**src/rtl/ble_pdu_deframer.sv**
```systemverilog
// ble_pdu_deframer
// Receive-side PDU deframer for the BLE core. It takes the recovered bit
// stream from the CDR stage, de-whitens it using the channel index, assembles
// LSB-first bytes, reads the header length, checks CRC-24, and hands bytes out
// through a small FIFO with a valid/ready handshake.
//
// Ports:
//   clk, resetn         system clock, asynchronous active-low reset
//   en                  block enable; low forces IDLE and flushes the FIFO
//   channel[5:0]        BLE channel index, seeds the whitening register
//   symbol              demodulated bit
//   symbol_clk          CDR bit clock (rising edge = new symbol)
//   packet_detected     access-address match (rising edge = PDU start)
//   byte_data[7:0]      FIFO head byte
//   byte_valid          FIFO not empty
//   byte_ready          sink accepts the head byte
//   byte_last           head byte is the final PDU byte
//   pkt_done            one-cycle pulse when the CRC comparison completes
//   crc_ok              CRC result, held until the next PDU start
//   overflow            sticky byte-drop flag, cleared at PDU start
module ble_pdu_deframer #(
    parameter logic [23:0] CRC_INIT   = 24'h555555,
    parameter int          FIFO_DEPTH = 4
) (
    input  logic       clk,
    input  logic       resetn,
    input  logic       en,
    input  logic [5:0] channel,
    input  logic       symbol,
    input  logic       symbol_clk,
    input  logic       packet_detected,
    output logic [7:0] byte_data,
    output logic       byte_valid,
    input  logic       byte_ready,
    output logic       byte_last,
    output logic       pkt_done,
    output logic       crc_ok,
    output logic       overflow
);

    localparam int            AW      = $clog2(FIFO_DEPTH);
    localparam logic [AW:0]   DEPTH   = (AW+1)'(FIFO_DEPTH);
    localparam logic [AW:0]   CNT_ONE = 1;
    localparam logic [AW-1:0] PTR_ONE = 1;

    typedef enum logic [1:0] {IDLE, HEADER, PAYLOAD, CRC} state_t;

    state_t      state, state_nx;
    logic        symbol_clk_q, packet_detected_q;
    logic        sym_stb, pd_start, adv;
    logic [6:0]  w, w_nx;
    logic [23:0] crc, crc_nx;
    logic [6:0]  sreg;
    logic [7:0]  new_byte, len, byte_cnt;
    logic [4:0]  bit_cnt, crc_idx;
    logic        d, crc_match;
    logic        byte_done, hdr_done, pay_last, push, push_last;

    logic [8:0]    mem [FIFO_DEPTH];
    logic [AW-1:0] rd_ptr, wr_ptr;
    logic [AW:0]   count;
    logic          full, pop, do_push, drop;

    assign sym_stb  = symbol_clk & ~symbol_clk_q;
    assign pd_start = packet_detected & ~packet_detected_q;
    // A restart in the same cycle as a strobe discards that strobe's bit.
    assign adv      = en & sym_stb & ~pd_start & (state != IDLE);

    assign d        = symbol ^ w[6];
    assign w_nx     = {w[5], w[4], w[3] ^ w[6], w[2], w[1], w[0], w[6]};
    assign crc_nx   = {crc[22:0], 1'b0} ^ ((crc[23] ^ d) ? 24'h00065B : 24'h000000);
    assign new_byte = {d, sreg};
    assign crc_idx  = 5'd23 - bit_cnt;

    assign byte_done = adv & ((state == HEADER) | (state == PAYLOAD)) & (bit_cnt[2:0] == 3'd7);
    assign hdr_done  = adv & (state == HEADER) & (bit_cnt == 5'd15);
    assign pay_last  = (byte_cnt == len - 8'd1);
    assign push      = byte_done;
    // Header byte 1 is the last byte only when the length it carries is zero.
    assign push_last = (state == HEADER) ? (bit_cnt[3] & (new_byte == 8'd0)) : pay_last;

    // Next-state logic
    always_comb begin
        state_nx = state;
        if (!en) begin
            state_nx = IDLE;
        end else if (pd_start) begin
            state_nx = HEADER;
        end else if (adv) begin
            case (state)
                HEADER:  if (hdr_done) state_nx = (new_byte == 8'd0) ? CRC : PAYLOAD;
                PAYLOAD: if (byte_done && pay_last) state_nx = CRC;
                CRC:     if (bit_cnt == 5'd23) state_nx = IDLE;
                default: state_nx = IDLE;
            endcase
        end
    end

    always_ff @(posedge clk or negedge resetn) begin
        if (!resetn) state <= IDLE;
        else         state <= state_nx;
    end

    // Bit-level datapath: whitening, CRC, byte assembly, CRC compare
    always_ff @(posedge clk or negedge resetn) begin
        if (!resetn) begin
            symbol_clk_q      <= 1'b0;
            packet_detected_q <= 1'b0;
            w                 <= '0;
            crc               <= '0;
            sreg              <= '0;
            len               <= '0;
            byte_cnt          <= '0;
            bit_cnt           <= '0;
            crc_match         <= 1'b0;
            pkt_done          <= 1'b0;
            crc_ok            <= 1'b0;
            overflow          <= 1'b0;
        end else begin
            symbol_clk_q      <= symbol_clk;
            packet_detected_q <= packet_detected;
            pkt_done          <= 1'b0;
            if (en && pd_start) begin
                w         <= {channel[0], channel[1], channel[2], channel[3],
                              channel[4], channel[5], 1'b1};
                crc       <= CRC_INIT;
                sreg      <= '0;
                byte_cnt  <= '0;
                bit_cnt   <= '0;
                crc_match <= 1'b1;
                crc_ok    <= 1'b0;
                overflow  <= 1'b0;
            end else begin
                if (drop) overflow <= 1'b1;
                if (adv) begin
                    w <= w_nx;
                    case (state)
                        HEADER: begin
                            crc     <= crc_nx;
                            sreg    <= new_byte[7:1];
                            bit_cnt <= hdr_done ? 5'd0 : bit_cnt + 5'd1;
                            if (hdr_done) len <= new_byte;
                        end
                        PAYLOAD: begin
                            crc     <= crc_nx;
                            sreg    <= new_byte[7:1];
                            bit_cnt <= byte_done ? 5'd0 : bit_cnt + 5'd1;
                            if (byte_done) byte_cnt <= byte_cnt + 8'd1;
                        end
                        CRC: begin
                            // crc is frozen here; received bits are compared MSB first.
                            if (d != crc[crc_idx]) crc_match <= 1'b0;
                            bit_cnt <= bit_cnt + 5'd1;
                            if (bit_cnt == 5'd23) begin
                                pkt_done <= 1'b1;
                                crc_ok   <= crc_match & (d == crc[0]);
                                bit_cnt  <= 5'd0;
                            end
                        end
                        default: ;
                    endcase
                end
            end
        end
    end

    // Output byte FIFO
    assign full       = (count == DEPTH);
    assign byte_valid = en & (count != '0);
    assign pop        = byte_valid & byte_ready;
    // A full FIFO still accepts a push when the head is popped in the same cycle.
    assign do_push    = push & (~full | pop);
    assign drop       = push & full & ~pop;
    assign byte_data  = mem[rd_ptr][7:0];
    assign byte_last  = mem[rd_ptr][8];

    always_ff @(posedge clk or negedge resetn) begin
        if (!resetn) begin
            for (int i = 0; i < FIFO_DEPTH; i++) mem[i] <= '0;
            rd_ptr <= '0;
            wr_ptr <= '0;
            count  <= '0;
        end else if (!en) begin
            wr_ptr <= rd_ptr;
            count  <= '0;
        end else begin
            if (do_push) begin
                mem[wr_ptr] <= {push_last, new_byte};
                wr_ptr      <= wr_ptr + PTR_ONE;
            end
            if (pop) rd_ptr <= rd_ptr + PTR_ONE;
            case ({do_push, pop})
                2'b10:   count <= count + CNT_ONE;
                2'b01:   count <= count - CNT_ONE;
                default: ;
            endcase
        end
    end

endmodule
```
**config.mk**
```make
export PLATFORM = sky130hd
export DESIGN_NAME = ble_pdu_deframer
export DESIGN_NICKNAME = d
export VERILOG_FILES = /design/src/rtl/ble_pdu_deframer.sv
export SDC_FILE = /design/constraint.sdc
export NUM_CORES = 1
export LEC_CHECK = 0
export ABC_AREA = 1
export CORE_ASPECT_RATIO = 0.75
export CORE_MARGIN = 5
export CORE_UTILIZATION = 40
export CTS_CLUSTER_SIZE = 20
export DETAILED_ROUTE_END_ITERATION = 8
export MAX_ROUTING_LAYER = met4
export SETUP_SLACK_MARGIN = 0.4
export SYNTH_ARGS = -nofsm -noshare
export SYNTH_HDL_FRONTEND = slang
export SYNTH_SLANG_ARGS = --single-unit
```
**constraint.sdc**
```tcl
create_clock -name clk -period 6.1 [get_ports clk]
set_clock_uncertainty 0.05 [all_clocks]
set_input_delay 0.61 -clock clk [delete_from_list [all_inputs] [get_ports clk]]
set_output_delay 0.61 -clock clk [all_outputs]
set_load 0.005 [all_outputs]
```
==> flow_summary.ini, run 1 <==
[timing]
period_needed_ns = 3.23
report.final.slew_viol_count = 0
maxSlewHeadroom_pct = 33.3
timing.final.crit_share_pct = 52.9
tightest_slew_ns = 0.997
setup_tns_ns = 0
max_freq_ghz = 0.310
fin_ws_ns = 2.87
setup_viol = 0
final_hold_viol_count = 0
rsz0062_at_grt = no

[place]
gp_congestion = 0.857
portBuffers = 25
hpwlAfterDp_um = 9360
pre_cts_ws_ns = 2.78

[critical_path]
required_ns = 5.44
path_buf_inv = 2
cp.arrival_ns = 2.57
worstPathCellList = inv_1 > o21ai_0 > o22ai_1 > clkdlybuf4s50_1
cp_max_fo = 20
crit_type = register to output port
cp_top_family = buffers and inverters
startpoint_type = register
slowest_delay_ns = 0.63
end_kind = output port
cpMaxStageDelayCell = dfrtp_1

[finish]
final_cell_mix = 152 x nand2_1, 110 x dfrtp_1, 90 x inv_1
fillers = 1345
drive_gt1_share_pct = 6.40
fin_util_pct = 45.7
final-seq-area_um2 = 2750
n_antenna_cell = 0
multi_input_area_um2 = 2370
nets = 726
area_growth_pct = 12.0
final_common_cell = nand2_1

[synthesis]
synth_edf_count = 0
yosys_register_bits = 110
synthesis.nets = 710
yosysSeqAreaShare_pct = 49.1
ys_warn_count = 0
ys_types = 34
synthFlopType = dfrtp_1
async_reset_ff_share_pct = 100
synth_area_um2 = 5610
syn_area_per_cell_um2 = 8.23
syn_inst = 682

[detailed_routing]
routed-via-count = 4558
detail-route-antenna-nets = 0
drt_first_pass_iters = 5
routed.top_layer = met4
detail_route.wl_per_cell_um = 14.9
drcViolationCount = 0
wl_met3_um = 609
totalWireLength_um = 13000
via_per_inst = 5.19
drt_iter0_markers = 302
wl_met1_um = 6560
met2_length_um = 5760

[clocking]
clockBufferDepth = 2
cts_buffers = 9
cts_hold_buf = 0
cts_root_buffer = clkbuf_16
cts_sinks = 110
clk_latency_ns = 0.36
cts_tree = built
h-tree-depth = 3
post_cts_buffers = 0
path_clk_slew_ns = 0.07
cts.repair.resized = 0

[die]
die-area_um2 = 16500
fp.dieH_um = 113
row_count = 37
fp.dieW_um = 147
ios = 26
start_util_pct = 40.8
coreArea_um2 = 13700

[global_routing]
grt-ovfl-total = 0
grt_max_degree = 75
grt_pass1_wl_um = 22000
grt_pass1_vias = 4414
grt_use_total_pct = 16.9
grt_antenna_before_repair = 0

[min_path]
hold_path_class = primary input to asynchronous set/reset pin

[run_status]
status = finished clean

[pwr]
ir_drop_mv = 0.146
leakage_uw = 0.00303
power.density_nw_per_um2 = 314

[flow_run]
max_cap_viol_count = 0
-- flip-flops by register name, summed over array words and instances (netlist names) --
name / count
symbol_clk_q: 1
bit_cnt: 5
mem: 36
state: 2
packet_detected_q: 1
pkt_done: 1
count: 3
overflow: 1
crc: 24
sreg: 7
byte_cnt: 8
crc_ok: 1
len: 8
wr_ptr: 2
crc_match: 1
w: 7
rd_ptr: 2
-- report_power, final --
part	switching [µW]	leakage, µW	internal (µW)
Clock	281	0.000152	337
Sequential	83.6	0.00143	775
Combinational	283	0.00145	216
-- per-layer routing --
| layer | GRT usage (%) | up-vias |
|---|---|---|
| met5 | - | - |
| met4 | 3.70 | 0 |
| li1 | - | 2256 |
| met1 | 23.3 | 2199 |
| met2 | 24.8 | 94 |
| met3 | 4.72 | 9 |
-- metrics by stage --
| step | instances | area [µm²] | power [µW] | hold slack, ns |
|---|---|---|---|---|
| 3_3_place_gp | 862 | 5970 | 1370 | 0.408 |
| 6_report | 878 | 6280 | 1970 | 0.168 |
| 3_5_place_dp | 862 | 5970 | 1380 | 0.412 |
| 4_1_cts | 878 | 6280 | 2000 | 0.183 |
| 5_1_grt | 878 | 6280 | 2100 | 0.198 |
| 2_1_floorplan | 682 | 5610 | 1160 | 0.264 |
-- Yosys cell counts (5+ instances only) --
cell	number	share of area, %
xor2_1	10	1.6
inv_1	90	6.0
nand2_1	152	10
a21oi_1	6	0.54
nor2_1	56	3.7
nand2_4	7	1.4
xnor2_1	5	0.78
nor3_1	6	0.54
o21ai_0	47	4.2
nand3_1	50	4.5
a22oi_1	10	1.3
dfrtp_1	110	49
o21ai_1	29	2.6
inv_2	5	0.33
o22ai_1	34	3.8
ha_1	14	3.1
clkbuf_1	13	0.87
-- cell families (layout without fill, tap and decap cells) --
family	after synthesis	count (layout)	share of synthesized area, %
and+or+nand+nor	286	286	22.2
DFF	110	110	49.1
adders and majority gates	15	15	3.48
xor gates and xnor gates	15	15	2.34
AOI/OAI and AO/OA	138	138	14.2
buffers and inverters	118	139	8.68
-- worst register-to-register path: cells and delay by family, from the launching register on --
kind | cells | cell delay, ns
DFF | 1 | 0.40
adders and majority gates | 1 | 0.33
buffers and inverters | 5 | 0.78
AOI/OAI and AO/OA | 1 | 0.26
and+or+nand+nor | 3 | 0.91
-- worst paths after layout --
| check | startpoint | to | slack, ns | cells after the start |
|---|---|---|---|---|
| worst max register to register | state[0] | crc[4] | 3.28 | 10 |
| max in group asynchronous | resetn | mem[11] | 4.52 | 2 |
| worst min-delay path | resetn | mem[5] | 0.17 | 1 |
| worst max-delay path | rd_ptr[0] | byte_data[2] | 2.87 | 4 |
| worst min register to register | mem[9] | mem[9] | 0.43 | 2 |
| min in group clk | mem[9] | mem[9] | 0.43 | 2 |
-- area by class of cell --
cell class	instances	share of cell area, %
inverters	96	5.78
repair buffers	27	4.18
well taps	175	3.49
multi-input cells	454	37.7
clock inverters	6	1.19
flip-flops and latches	110	43.8
clock buffers	10	3.80
No activity file was read; power rests on OpenSTA's default activity.
==> run 2: changes to the inputs <==
clock period = 3.3 ns   (was 6.1 ns; I/O delays follow)
==> run 2 against run 1 <==
Count of clock-buffer cells in the layout is the same. Core utilization grew 0.091 points. Critical path type unchanged. Final cell count grew 0.34%. Largest cell class unchanged. Largest power group unchanged. First-iteration DRC count shrank 13%. Highest routed layer unchanged. Critical endpoint is now byte_data[7]. Worst setup slack lost 2.1 ns. Hold slack lost 0.092 ns.
==> flow_summary.ini, run 2 (same netlist as run 1, synthesis figures left out) <==
[clocking]
cts_hold_buf = 0
cts_tree = built
path_clk_slew_ns = 0.07
h-tree-depth = 3
clockBufferDepth = 2
cts_sinks = 110
clk_latency_ns = 0.35
cts_buffers = 9
cts_root_buffer = clkbuf_16
post_cts_buffers = 0

[finish]
biggestRegsByFlops = mem x36, crc x24
drive_gt1_share_pct = 6.94
final_cell_area_um2 = 6290
final_cell_mix = 152 x nand2_1, 110 x dfrtp_1, 90 x inv_1
largest_reg_flops = 36
area_growth_pct = 12.2
nets = 730
n_antenna_cell = 0
regMostFlops = mem
fin_util_pct = 45.8
final_common_cell = nand2_1
fillers = 1343

[timing]
final_hold_viol_count = 0
maxSlewHeadroom_pct = 38.0
report.final.slew_viol_count = 0
timing.final.crit_share_pct = 76.0
period_needed_ns = 2.51
setup_tns_ns = 0
tightest_slew_ns = 0.930
max_freq_ghz = 0.399
rsz0062_at_grt = no
setup_viol = 0

[critical_path]
end_kind = output port
r2r_slack_ns = 0.82
worstPathCellList = inv_1 > o21ai_0 > o22ai_1 > clkdlybuf4s50_1
timing.rr.end = count[2]
cpMaxStageDelayCell = clkdlybuf4s50_1
slowest_delay_ns = 0.54
timing.rr.start = state[0]
cp_top_family = buffers and inverters
startpoint_type = register
path_buf_inv = 2
crit_type = register to output port
required_ns = 2.92
reg2reg_depth = 11
cp_max_fo = 20
cp.arrival_ns = 2.13

[min_path]
hold_path_class = primary input to asynchronous set/reset pin

[detailed_routing]
detail_route.wl_per_cell_um = 14.6
drt_first_pass_iters = 5
via_per_inst = 5.11
totalWireLength_um = 12900
drt_iter0_markers = 264
routed-via-count = 4498
detail-route-antenna-nets = 0
drcViolationCount = 0

[flow_run]
max_cap_viol_count = 0

[pwr]
power_uw = 3560
ir_drop_mv = 0.243
leakage_uw = 0.00305
power.density_nw_per_um2 = 565

[global_routing]
grt_use_total_pct = 16.5
grt_antenna_before_repair = 0
grt-ovfl-total = 0
grt_pass1_vias = 4253
grt_pass1_wl_um = 21600
grt_max_degree = 73

[place]
placed_cell_area_um2 = 6010
hpwlAfterDp_um = 8940
gp_congestion = 0.874
portBuffers = 25

[die]
fp.dieH_um = 113
fp.dieW_um = 147
die-area_um2 = 16500
row_count = 37
start_util_pct = 40.8
coreArea_um2 = 13700
ios = 26

[run_status]
status = finished clean
[run 2: cell types whose count changed in the layout (fill, tap and decap cells not counted)]
cell	delta
inv_6	-1
clkinv_4	+1
buf_12	+1
clkinvlp_4	-1
clkinv_2	+1
nor2_1	-1
bufinv_16	-1
buf_4	+3
nor2_2	+1
[run 2: repair_timing]
item	4_1_cts	5_1_grt
gates resized for setup	0	1
endpoints found under the setup margin	0	5
hold endpoints to repair	0	0
[run 2: worst max-delay path by stage]
stage	slack (ns)	cells past startpoint	start	end
finish	0.79	4	rd_ptr[0]	byte_data[7]
global placement	0.48	9	en	crc[4]
floorplan	1.12	11	state[0]	count[2]
CTS	0.57	10	state[0]	crc[6]
global route	0.62	10	state[0]	crc[6]
detailed placement	0.40	9	en	crc[6]
[run 2: area by class of cell]
type,count,area [µm²],share of cell area (%)
inverter,96,363,5.76
timing repair buffer,31,305,4.85
clock inverter,5,42.5,0.676
multi-input combinational,454,2370,37.7
clock buffer,10,239,3.80
tap,175,219,3.48
sequential,110,2750,43.7
[run 2: through the flow]
stage	hold WS [ns]	instances	setup slack, ns
floorplan	-0.0156	682	1.12
global placement	0.408	866	0.480
detailed placement	0.410	866	0.396
CTS	0.112	881	0.567
global route	0.159	881	0.620
finish	0.0765	881	0.791
[run 2: per-layer routing]
metal / track usage, % / share of wire, % / up-vias
met1: 24.0 / 52 / 2120
met3: 3.55 / 4.3 / 13
met4: 3.82 / 1.1 / 0
met2: 23.7 / 43 / 101
li1: - / - / 2264
met5: - / 0 / -
[run 2: worst reg2reg max path, delay by kind of cell, from the launching register on]
| kind | cells | cell delay, ns |
|---|---|---|
| flops | 1 | 0.40 |
| buf+inv | 2 | 0.14 |
| xor+xnor | 2 | 0.35 |
| simple gates | 4 | 0.62 |
| fa+ha+maj | 2 | 0.70 |
| compound gates | 1 | 0.10 |
[run 2: power breakdown]
part           internal [µW]  switching, µW
clock                    539            509
combinational            411            555
sequential              1430            110
total                   2380           1170
